`src/rtl/frame_pipe_sequencer_if.sv`:
```
// Handshake/bus bundle between frame_pipe_sequencer (master) and its surrounding
// crop filter, normalizer and upstream frame source (slave).
interface frame_pipe_sequencer_if #(
    parameter int CNT_WIDTH = 16
) ();
    logic                 sof_pulse;
    logic                 seq_ap_idle;
    logic                 cf_ap_start;
    logic                 cf_ap_ready;
    logic                 cf_ap_done;
    logic [7:0]           cf_max_value;
    logic                 nr_ap_start;
    logic                 nr_ap_ready;
    logic                 nr_ap_done;
    logic [7:0]           norm_denominator;
    logic                 busy;
    logic                 frame_done;
    logic [CNT_WIDTH-1:0] frames_done;
    logic [CNT_WIDTH-1:0] frames_dropped;
    logic                 timeout_err;

    modport master (
        input  sof_pulse, seq_ap_idle, cf_ap_ready, cf_ap_done, cf_max_value,
               nr_ap_ready, nr_ap_done,
        output cf_ap_start, nr_ap_start, norm_denominator, busy, frame_done,
               frames_done, frames_dropped, timeout_err
    );

    modport slave (
        output sof_pulse, seq_ap_idle, cf_ap_ready, cf_ap_done, cf_max_value,
               nr_ap_ready, nr_ap_done,
        input  cf_ap_start, nr_ap_start, norm_denominator, busy, frame_done,
               frames_done, frames_dropped, timeout_err
    );
endinterface

```
`src/rtl/frame_pipe_sequencer.sv`:
```
// Per-frame crop -> normalize controller with frame/drop counters.
// Optional per-phase watchdog: define FRAME_PIPE_SEQ_TIMEOUT_EN.
module frame_pipe_sequencer #(
    parameter int CNT_WIDTH      = 16,
    parameter int TIMEOUT_CYCLES = 1_000_000
) (
    input  logic                  clk,
    input  logic                  s_axis_resetn,
    frame_pipe_sequencer_if.master bus
);

    typedef enum logic [2:0] {
        ST_IDLE   = 3'd0,
        ST_LAUNCH = 3'd1,
        ST_CROP   = 3'd2,
        ST_NORM   = 3'd3,
        ST_DONE   = 3'd4
    } state_t;

    state_t               r_state;
    state_t               w_next_state;
    logic                 w_accept;
    logic                 w_drop;
    logic                 w_wd_expire;
    logic                 r_cf_start;
    logic                 r_nr_start;
    logic                 r_busy;
    logic                 r_frame_done;
    logic [7:0]           r_denom;
    logic [CNT_WIDTH-1:0] r_frames_done;
    logic [CNT_WIDTH-1:0] r_frames_dropped;

    if (TIMEOUT_CYCLES < 1) begin : g_bad_timeout
        $error("frame_pipe_sequencer: TIMEOUT_CYCLES must be positive");
    end

    // A zero maximum would make the normalizer divide by zero; clamp to 1.
    function automatic logic [7:0] f_clamp_denom(input logic [7:0] v);
        f_clamp_denom = (v == 8'd0) ? 8'd1 : v;
    endfunction

`ifdef FRAME_PIPE_SEQ_TIMEOUT_EN
    localparam int WD_W = (TIMEOUT_CYCLES > 1) ? $clog2(TIMEOUT_CYCLES) : 1;

    logic [WD_W-1:0] r_wd_cnt;
    logic            r_timeout_err;
    logic            w_phase_done;

    // Watchdog counter: counts cycles spent in CROP/NORM, cleared on any state change.
    always_ff @(posedge clk or negedge s_axis_resetn) begin
        if (!s_axis_resetn) begin
            r_wd_cnt <= '0;
        end else if (w_next_state != r_state) begin
            r_wd_cnt <= '0;
        end else if ((r_state == ST_CROP) || (r_state == ST_NORM)) begin
            r_wd_cnt <= r_wd_cnt + WD_W'(1);
        end else begin
            r_wd_cnt <= '0;
        end
    end

    // Expiry decode; a completion arriving in the same cycle wins over the watchdog.
    always_comb begin
        w_wd_expire  = 1'b0;
        w_phase_done = 1'b0;
        if ((r_state == ST_CROP) || (r_state == ST_NORM)) begin
            w_wd_expire  = (r_wd_cnt == WD_W'(TIMEOUT_CYCLES - 1));
            w_phase_done = (r_state == ST_CROP) ? bus.cf_ap_done : bus.nr_ap_done;
        end else begin
            w_wd_expire  = 1'b0;
            w_phase_done = 1'b0;
        end
    end

    // Sticky timeout flag, cleared only by reset.
    always_ff @(posedge clk or negedge s_axis_resetn) begin
        if (!s_axis_resetn) begin
            r_timeout_err <= 1'b0;
        end else if (w_wd_expire && !w_phase_done) begin
            r_timeout_err <= 1'b1;
        end else begin
            r_timeout_err <= r_timeout_err;
        end
    end

    assign bus.timeout_err = r_timeout_err;
`else
    assign w_wd_expire     = 1'b0;
    assign bus.timeout_err = 1'b0;
`endif

    // Next-state decode, frame acceptance and drop detection.
    always_comb begin
        w_next_state = r_state;
        w_accept     = 1'b0;
        w_drop       = 1'b0;
        case (r_state)
            ST_IDLE: begin
                if (bus.sof_pulse && bus.seq_ap_idle && bus.cf_ap_ready && bus.nr_ap_ready) begin
                    w_accept     = 1'b1;
                    w_next_state = ST_LAUNCH;
                end else begin
                    w_next_state = ST_IDLE;
                end
            end
            ST_LAUNCH: w_next_state = ST_CROP;
            ST_CROP: begin
                if (bus.cf_ap_done) begin
                    w_next_state = ST_NORM;
                end else if (w_wd_expire) begin
                    w_next_state = ST_IDLE;
                end else begin
                    w_next_state = ST_CROP;
                end
            end
            ST_NORM: begin
                if (bus.nr_ap_done) begin
                    w_next_state = ST_DONE;
                end else if (w_wd_expire) begin
                    w_next_state = ST_IDLE;
                end else begin
                    w_next_state = ST_NORM;
                end
            end
            ST_DONE: w_next_state = ST_IDLE;
            default: w_next_state = ST_IDLE;
        endcase
        w_drop = bus.sof_pulse && !w_accept;
    end

    // State register plus registered outputs derived from the upcoming state.
    always_ff @(posedge clk or negedge s_axis_resetn) begin
        if (!s_axis_resetn) begin
            r_state          <= ST_IDLE;
            r_cf_start       <= 1'b0;
            r_nr_start       <= 1'b0;
            r_busy           <= 1'b0;
            r_frame_done     <= 1'b0;
            r_denom          <= 8'd1;
            r_frames_done    <= '0;
            r_frames_dropped <= '0;
        end else begin
            r_state      <= w_next_state;
            r_cf_start   <= (w_next_state == ST_LAUNCH);
            r_nr_start   <= (w_next_state == ST_LAUNCH);
            r_busy       <= (w_next_state != ST_IDLE);
            r_frame_done <= (w_next_state == ST_DONE);

            if ((r_state == ST_CROP) && bus.cf_ap_done) begin
                r_denom <= f_clamp_denom(bus.cf_max_value);
            end else begin
                r_denom <= r_denom;
            end

            if (r_state == ST_DONE) begin
                r_frames_done <= r_frames_done + CNT_WIDTH'(1);
            end else begin
                r_frames_done <= r_frames_done;
            end

            // Drop counter saturates so a flood of rejected frames stays visible.
            if (w_drop && (r_frames_dropped != {CNT_WIDTH{1'b1}})) begin
                r_frames_dropped <= r_frames_dropped + CNT_WIDTH'(1);
            end else begin
                r_frames_dropped <= r_frames_dropped;
            end
        end
    end

    assign bus.cf_ap_start      = r_cf_start;
    assign bus.nr_ap_start      = r_nr_start;
    assign bus.busy             = r_busy;
    assign bus.frame_done       = r_frame_done;
    assign bus.norm_denominator = r_denom;
    assign bus.frames_done      = r_frames_done;
    assign bus.frames_dropped   = r_frames_dropped;

endmodule

```
`src/flat_wrapper.sv`:
```
// flat-port wrapper written by rule: the top's interface ports become plain ports
module frame_pipe_sequencer_flat 
#(
    parameter int CNT_WIDTH      = 16,
    parameter int TIMEOUT_CYCLES = 1_000_000
)
  (clk, s_axis_resetn, bus_sof_pulse, bus_seq_ap_idle, bus_cf_ap_ready, bus_cf_ap_done, bus_cf_max_value, bus_nr_ap_ready, bus_nr_ap_done, bus_cf_ap_start, bus_nr_ap_start, bus_norm_denominator, bus_busy, bus_frame_done, bus_frames_done, bus_frames_dropped, bus_timeout_err);
  frame_pipe_sequencer_if #(.CNT_WIDTH(CNT_WIDTH)) bus_i ();
  input  logic clk;
  input  logic s_axis_resetn;
  input wire logic [$bits(bus_i.sof_pulse)-1:0] bus_sof_pulse;
  input wire logic [$bits(bus_i.seq_ap_idle)-1:0] bus_seq_ap_idle;
  input wire logic [$bits(bus_i.cf_ap_ready)-1:0] bus_cf_ap_ready;
  input wire logic [$bits(bus_i.cf_ap_done)-1:0] bus_cf_ap_done;
  input wire logic [$bits(bus_i.cf_max_value)-1:0] bus_cf_max_value;
  input wire logic [$bits(bus_i.nr_ap_ready)-1:0] bus_nr_ap_ready;
  input wire logic [$bits(bus_i.nr_ap_done)-1:0] bus_nr_ap_done;
  output wire logic [$bits(bus_i.cf_ap_start)-1:0] bus_cf_ap_start;
  output wire logic [$bits(bus_i.nr_ap_start)-1:0] bus_nr_ap_start;
  output wire logic [$bits(bus_i.norm_denominator)-1:0] bus_norm_denominator;
  output wire logic [$bits(bus_i.busy)-1:0] bus_busy;
  output wire logic [$bits(bus_i.frame_done)-1:0] bus_frame_done;
  output wire logic [$bits(bus_i.frames_done)-1:0] bus_frames_done;
  output wire logic [$bits(bus_i.frames_dropped)-1:0] bus_frames_dropped;
  output wire logic [$bits(bus_i.timeout_err)-1:0] bus_timeout_err;
  assign bus_i.sof_pulse = bus_sof_pulse;
  assign bus_i.seq_ap_idle = bus_seq_ap_idle;
  assign bus_i.cf_ap_ready = bus_cf_ap_ready;
  assign bus_i.cf_ap_done = bus_cf_ap_done;
  assign bus_i.cf_max_value = bus_cf_max_value;
  assign bus_i.nr_ap_ready = bus_nr_ap_ready;
  assign bus_i.nr_ap_done = bus_nr_ap_done;
  assign bus_cf_ap_start = bus_i.cf_ap_start;
  assign bus_nr_ap_start = bus_i.nr_ap_start;
  assign bus_norm_denominator = bus_i.norm_denominator;
  assign bus_busy = bus_i.busy;
  assign bus_frame_done = bus_i.frame_done;
  assign bus_frames_done = bus_i.frames_done;
  assign bus_frames_dropped = bus_i.frames_dropped;
  assign bus_timeout_err = bus_i.timeout_err;
  frame_pipe_sequencer #(.CNT_WIDTH(CNT_WIDTH), .TIMEOUT_CYCLES(TIMEOUT_CYCLES)) u_core (.clk(clk), .s_axis_resetn(s_axis_resetn), .bus(bus_i));
endmodule
```
`config.mk`:
```
export PLATFORM = sky130hd
export DESIGN_NAME = frame_pipe_sequencer_flat
export DESIGN_NICKNAME = d
export VERILOG_FILES = /design/src/rtl/frame_pipe_sequencer_if.sv /design/src/rtl/frame_pipe_sequencer.sv /design/src/flat_wrapper.sv
export SDC_FILE = /design/constraint.sdc
export NUM_CORES = 1
export LEC_CHECK = 0
export CAP_MARGIN = 20
export CORE_ASPECT_RATIO = 1.25
export CORE_MARGIN = 2
export CORE_UTILIZATION = 40
export DETAILED_ROUTE_END_ITERATION = 6
export GPL_ROUTABILITY_DRIVEN = 0
export HOLD_SLACK_MARGIN = 0.02
export PLACE_DENSITY = 0.7
export SLEW_MARGIN = 20
export SYNTH_ARGS = -nofsm -noshare
export SYNTH_HDL_FRONTEND = slang
export SYNTH_SLANG_ARGS = --single-unit
```
`constraint.sdc`:
```
create_clock -name clk -period 3.8 [get_ports clk]
set_input_delay 0.38 -clock clk [delete_from_list [all_inputs] [get_ports clk]]
set_output_delay 0.38 -clock clk [all_outputs]
set_load 0.05 [all_outputs]
```
==> results of run 1 <==
[state kept, by name, indices dropped and copies added, names as in the netlist]
name,cells
u_core.bus.busy,1
u_core.bus.cf_ap_start,1
u_core.bus.frame_done,1
u_core.bus.frames_done,16
u_core.bus.frames_dropped,16
u_core.bus.norm_denominator,8
u_core.r_state,3
[Yosys cell counts, drive strengths merged (2+ instances only)]
library cell and count:
nand4 11, inv 5, dfrtp 45, o21ai 2, a21oi 2, nand2 13
and2b 2, xnor2 19, ha 2, and3 5, nand3 12, mux2 11
nor3 7, buf 3, xor2 9, nor2 12
[routing by layer]
| metal | global-route usage, % | wire length [um] |
|---|---|---|
| met1 | 17.83 | 1640 |
| met2 | 24.69 | 1917 |
| met3 | 3.644 | 139 |
| met4 | 6.122 | 55 |
| met5 | 0 | 0 |
[through the flow]
stage	std cells	worst slack [ns]	cell area [sq um]	util (%)	total power, mW
6_report	297	1.798	2761	55.55	1.798
4_1_cts	297	1.772	2759	55.50	1.824
2_1_floorplan	172	1.685	2031	-	1.242
3_3_place_gp	289	1.728	2664	53.59	1.504
5_1_grt	297	1.526	2761	55.55	1.889
3_5_place_dp	289	1.701	2664	53.59	1.509
[power groups by stage]
| stage | combinational [mW] | sequential, mW | clock [mW] |
|---|---|---|---|
| after floorplan | 0.193 | 1.05 | 0 |
| after global placement | 0.786 | 0.718 | 0 |
| after detailed placement | 0.790 | 0.718 | 0 |
| after CTS | 0.793 | 0.710 | 0.321 |
| after global routing | 0.824 | 0.729 | 0.335 |
| final | 0.786 | 0.708 | 0.304 |
[cells by family (layout without fill, tap and decap cells)]
group / after synthesis / after routing / synth area share, %
xor gates and xnor gates: 28 / 28 / 12.08
other: 1 / 1 / 0.1847
adders and majority gates: 2 / 2 / 1.232
buffers and inverters: 9 / 72 / 2.403
DFF: 46 / 46 / 56.75
muxes: 11 / 11 / 6.100
and+or+nand+nor: 69 / 69 / 19.04
AOI/OAI and AO/OA: 6 / 6 / 2.218
[cells in the final DEF (no fill, tap or decap)]
cell and count:
ha_1 2, a21oi_1 2, and4_4 1, clkdlybuf4s50_1 58
xor2_1 9, or3b_1 1, nand4_1 10, nor3b_2 1
or4_4 1, nor3_2 1, a21boi_4 1, clkbuf_8 6
conb_1 1, nand2_1 13, dfrtp_1 45, nand3_1 12
dfstp_2 1, clkinv_2 1, nor2_1 12, nor4_1 1
and4b_4 1, and3_1 5, inv_1 5, buf_4 1
nand4_2 1, and2b_1 2, nor3_1 6, xnor2_1 19
o21ai_0 2, mux2_2 11, clkinvlp_4 1, a31oi_1 1
and2_2 1
[critical path, delay by kind of cell (launching register included)]
kind | cells | cell delay [ns]
DFF | 1 | 0.48
xor gates and xnor gates | 1 | 0.14
and+or+nand+nor | 4 | 1.28
[area by class of cell]
type	instances	share of cell area, %
timing repair buffer	59	21.30
clock inverter	2	0.4531
multi-input combinational	117	30.04
clock buffer	6	2.990
inverter	5	0.6797
sequential	46	41.73
tap	62	2.809
[worst max-delay path by stage]
stage	endpoint	depth (start not counted)	slack, ns
after floorplan	u_core.bus.frames_dropped[15]	6	1.69
after global placement	u_core.bus.frames_dropped[15]	6	1.73
after detailed placement	u_core.bus.frames_dropped[15]	6	1.70
after CTS	u_core.bus.frames_done[13]	5	1.77
after global routing	u_core.bus.frames_done[13]	5	1.53
final	u_core.bus.frames_done[13]	5	1.80
==> results.json, run 1 <==
{
  "status": "complete, no violations",
  "fin_skew_ns": 0.009629,
  "via_count": 1472,
  "ys_seq_area_share_pct": 56.75,
  "final_net_count": 252,
  "required_ns": 3.98,
  "finalSetupViolations": 0,
  "synth_cell_type_count": 31,
  "clk_latency_ns": 0.29,
  "clkPwrFrac_pct": 16.9,
  "numCtsBuffers": 5,
  "maxCapViolCount": 0,
  "core_area_sq_um": 4971,
  "tritoncts": "built",
  "crit_path_start_kind": "register",
  "worstPathArrival_ns": 2.19,
  "vias_per_cell": 4.956,
  "start_util_pct": 40.85,
  "postRouteAntennaNets": 0,
  "wl_per_cell_um": 12.64,
  "powerDensity_nw_per_um2": 651.2,
  "antenna_found_initial": 0,
  "yosysWarnings": 0,
  "post_cts_resized": 0,
  "totalNegativeSetupSlack_ns": 0,
  "die_x_um": 67.73,
  "path_cells": "nor3b_2 -> nand3_1 -> nor3_1 -> nand3_1 -> xnor2_1",
  "crit_top_cell": "nand3_1",
  "syn_to_final_growth_pct": 35.98,
  "p_switching_uw": 758.3,
  "grt_overflow": 0,
  "seq_power_share_pct": 39.4,
  "cts_setup_buffers": 0,
  "die_area_sq_um": 5666,
  "crit_slowest_cell": "nor3b_2",
  "drc": 0,
  "rows": 29,
  "fin_crit_ns": 2.002,
  "intPower_mw": 1.040,
  "timing.final.crit_share_pct": 52.69,
  "synthTopCellsByArea": "dfrtp_1 55%, xnor2_1 8.2%, mux2_2 6.1%, xor2_1 3.9%, nand4_1 3.1%",
  "num_antenna_cells": 0,
  "drtPass1Iterations": 4,
  "worst_path_largest_cell_delay_ns": 0.52,
  "path_max_fanout": 8,
  "cp-startpoint": "u_core.r_state[2]",
  "syn_nets": 190,
  "die_h_um": 83.66,
  "max_freq_mhz": 499.5,
  "ys.flop_type": "dfrtp_1",
  "cts-root-buf": "clkbuf_8",
  "hpwl_um": 2757,
  "ff_latch_area_sq_um": 1152,
  "ff2ff_path_depth": 5,
  "numPortBuffers": 59,
  "synth_area_sq_um": 2031,
  "drt_iter0_drc": 36,
  "p_sw_share_pct": 42.17,
  "leakagePower_nw": 1.204,
  "path_clk_slew_ns": 0.08,
  "cts_hold_buf": 0,
  "reg2reg_from": "u_core.r_state[2]",
  "grt_use_total_pct": 14.83,
  "async_reset_ff_share_pct": 100.0,
  "synth_top_area_cell": "dfrtp_1",
  "io_pins": 61,
  "r2r_slack_ns": 1.80,
  "htree_levels": 2,
  "hold_viol": 0,
  "grt_max_degree": 47,
  "cts_buffer_depth": 2,
  "synth.top_cell.area_share_pct": 55.45,
  "grt_pass1_wl_um": 6451,
  "hold-worst-slack_ns": 0.07138,
  "crit_path_end_kind": "register",
  "fillers": 446,
  "r2r-end": "u_core.bus.frames_done[13]",
  "cts.sinks": 46,
  "synthCells": 172,
  "syn_area_per_cell_sq_um": 11.81,
  "synth_edf_count": 0,
  "min_path_type": "primary input to async pin",
  "grt_pass1_vias": 1441,
  "synth_seq_cells": 46,
  "pwr-share-comb_pct": 43.7,
  "relSlewSlack_pct": 54.07,
  "multi_input_area_sq_um": 829.5,
  "worst_slew_pin_slew_ns": 0.6853,
  "drive_above_1_share_pct": 12.34,
  "peakVddDrop_uv": 399.5,
  "rsz0062_at_grt": "false",
  "critPathKind": "register to register",
  "drv_slew": 0,
  "drt-total-wl_um": 3753
}
Note: power is estimated with default switching activity, not from simulation.
==> inputs of run 2 (changes only) <==
PLACE_DENSITY = 0.72   (was 0.7)
clock period = 1.7 ns   (was 3.8 ns; I/O delays follow)
==> run 2 against run 1 <==
- combinational power rose by 150%
- design area rose by 6.9%
- clock skew fell by 0.00098 ns
- non-clock buffer count rose by 24
- routed wire length rose by 11%
- die area did not move
- critical path type unchanged
- critical endpoint is now u_core.bus.frames_dropped[13]
==> results.json, run 2 (synthesis gave the netlist of run 1 again) <==
{
  "status": "complete, no violations",
  "path_clk_slew_ns": 0.09,
  "intPower_mw": 2.400,
  "worst_slew_pin_slew_ns": 0.5184,
  "critPathKind": "register to register",
  "hold_viol": 0,
  "final_common_cell": "buf_4",
  "final_cell_mix": "50 x buf_4, 27 x dfrtp_1, 25 x clkdlybuf4s50_1",
  "max_freq_mhz": 593.6,
  "clkPwrFrac_pct": 15.9,
  "antenna_found_initial": 0,
  "num_antenna_cells": 0,
  "rows": 29,
  "cp.depth": 6,
  "grt_use_total_pct": 16.31,
  "drive_above_1_share_pct": 40.15,
  "pwr-share-comb_pct": 46.2,
  "fin_crit_ns": 1.685,
  "path_cells": "nand4_4 -> or4_4 -> and4_4 -> buf_6 -> nand4_1 -> xnor2_1",
  "grt_pass1_vias": 1535,
  "worst_path_largest_cell_delay_ns": 0.56,
  "powerDensity_nw_per_um2": 1416,
  "rsz0062_at_grt": "true",
  "wl_per_cell_um": 12.98,
  "path_max_fanout": 6,
  "start_util_pct": 40.85,
  "die_x_um": 67.73,
  "final_core_utilization_pct": 59.40,
  "ff2ff_path_depth": 6,
  "cp_top_family": "simple AND/OR/NAND/NOR gates",
  "postRouteAntennaNets": 0,
  "syn_to_final_growth_pct": 45.41,
  "grt_pass1_wl_um": 6996,
  "p_sw_share_pct": 42.60,
  "drt_iter0_drc": 33,
  "cts-root-buf": "clkbuf_8",
  "drv_slew": 0,
  "dp.cells": 312,
  "numCtsBuffers": 5,
  "finalSetupViolations": 0,
  "timing.final.crit_share_pct": 99.09,
  "worstPathArrival_ns": 1.91,
  "crit_path_start_kind": "register",
  "maxCapViolCount": 0,
  "min_path_type": "primary input to async pin",
  "cp.buffers_inverters": 1,
  "crit_path_end_kind": "register",
  "vias_per_cell": 4.857,
  "layout.cells.non_filler": 321,
  "totalNegativeSetupSlack_ns": 0,
  "fin_skew_ns": 0.008646,
  "hpwl_um": 3229,
  "tritoncts": "built",
  "cts.sinks": 46,
  "peakVddDrop_uv": 1151,
  "drtPass1Iterations": 4,
  "final_net_count": 276,
  "grt_max_degree": 25,
  "die_h_um": 83.66,
  "p_total_mw": 4.181,
  "htree_levels": 2,
  "via_count": 1559,
  "cts_buffer_depth": 2,
  "die_area_sq_um": 5666,
  "numPortBuffers": 59,
  "drc": 0,
  "leakagePower_nw": 1.420,
  "drt-total-wl_um": 4166,
  "p_switching_mw": 1.781,
  "io_pins": 61,
  "seq_power_share_pct": 37.9,
  "fillers": 418,
  "relSlewSlack_pct": 65.33,
  "required_ns": 1.92,
  "clk_latency_ns": 0.31,
  "crit_slowest_cell": "or4_4",
  "core_area_sq_um": 4971,
  "grt_overflow": 0
}
## run 2: repair_timing
action                                  in CTS  in global routing
setup buffers                                0                  0
endpoints found under the setup margin       4                 14
pin swaps                                    0                  3
hold buffers                                 1                  0
resized for setup                            2                  6
endpoints found under the hold margin       22                  0
## run 2: worst register-to-register path: cells and delay by family, from the launching register on
| kind | cells | cell delay, ns |
|---|---|---|
| xor+xnor | 1 | 0.12 |
| simple gates | 4 | 0.96 |
| buf+inv | 1 | 0.12 |
| flops | 1 | 0.40 |
## run 2: through the flow
| stage | setup slack, ns | area (sq um) | hold slack, ns |
|---|---|---|---|
| 2_1_floorplan | -0.1994 | 2087 | -0.1256 |
| 3_3_place_gp | -0.09954 | 2831 | 0.1751 |
| 3_5_place_dp | -0.1137 | 2831 | 0.1819 |
| 4_1_cts | 0.004107 | 2934 | 0.3743 |
| 5_1_grt | -0.07283 | 2953 | 0.4165 |
| 6_report | 0.01547 | 2953 | 0.3643 |
## run 2: power groups by stage
stage	registers [mW]	clock network, mW	logic (mW)
floorplan	2.38	0	0.451
global placement	1.60	0	1.92
detailed placement	1.61	0	1.94
CTS	1.59	0.701	1.95
global route	1.62	0.738	2.05
finish	1.59	0.664	1.93
## run 2: final timing paths
path	start	slack (ns)	end
setup / recovery	u_core.bus.frames_dropped[9]	0.02	u_core.bus.frames_dropped[13]
hold / removal	s_axis_resetn	0.36	u_core.bus.frames_done[8]
setup reg to reg	u_core.bus.frames_dropped[9]	0.02	u_core.bus.frames_dropped[13]
hold reg to reg	u_core.bus.frames_done[15]	0.47	u_core.bus.frames_done[15]
max in group asynchronous	s_axis_resetn	0.75	u_core.bus.norm_denominator[0]
min in group clk	bus_cf_max_value[0]	0.46	u_core.bus.norm_denominator[0]
## run 2: per-layer routing
layer  track usage [%]  wire [um]
met4             5.566         62
met3             4.318        186
met2             26.29       2091
met1             20.78       1826
met5                 0          0
## run 2: area by class of cell
| class | instances | area, sq um | area share, % |
|---|---|---|---|
| clock buffer | 5 | 68.82 | 2.331 |
| clock inverter | 3 | 21.27 | 0.7203 |
| inverter | 5 | 18.77 | 0.6356 |
| multi-input combinational | 117 | 873.3 | 29.58 |
| sequential | 46 | 1175 | 39.79 |
| tap | 62 | 77.57 | 2.627 |
| timing repair buffer | 83 | 718.2 | 24.32 |
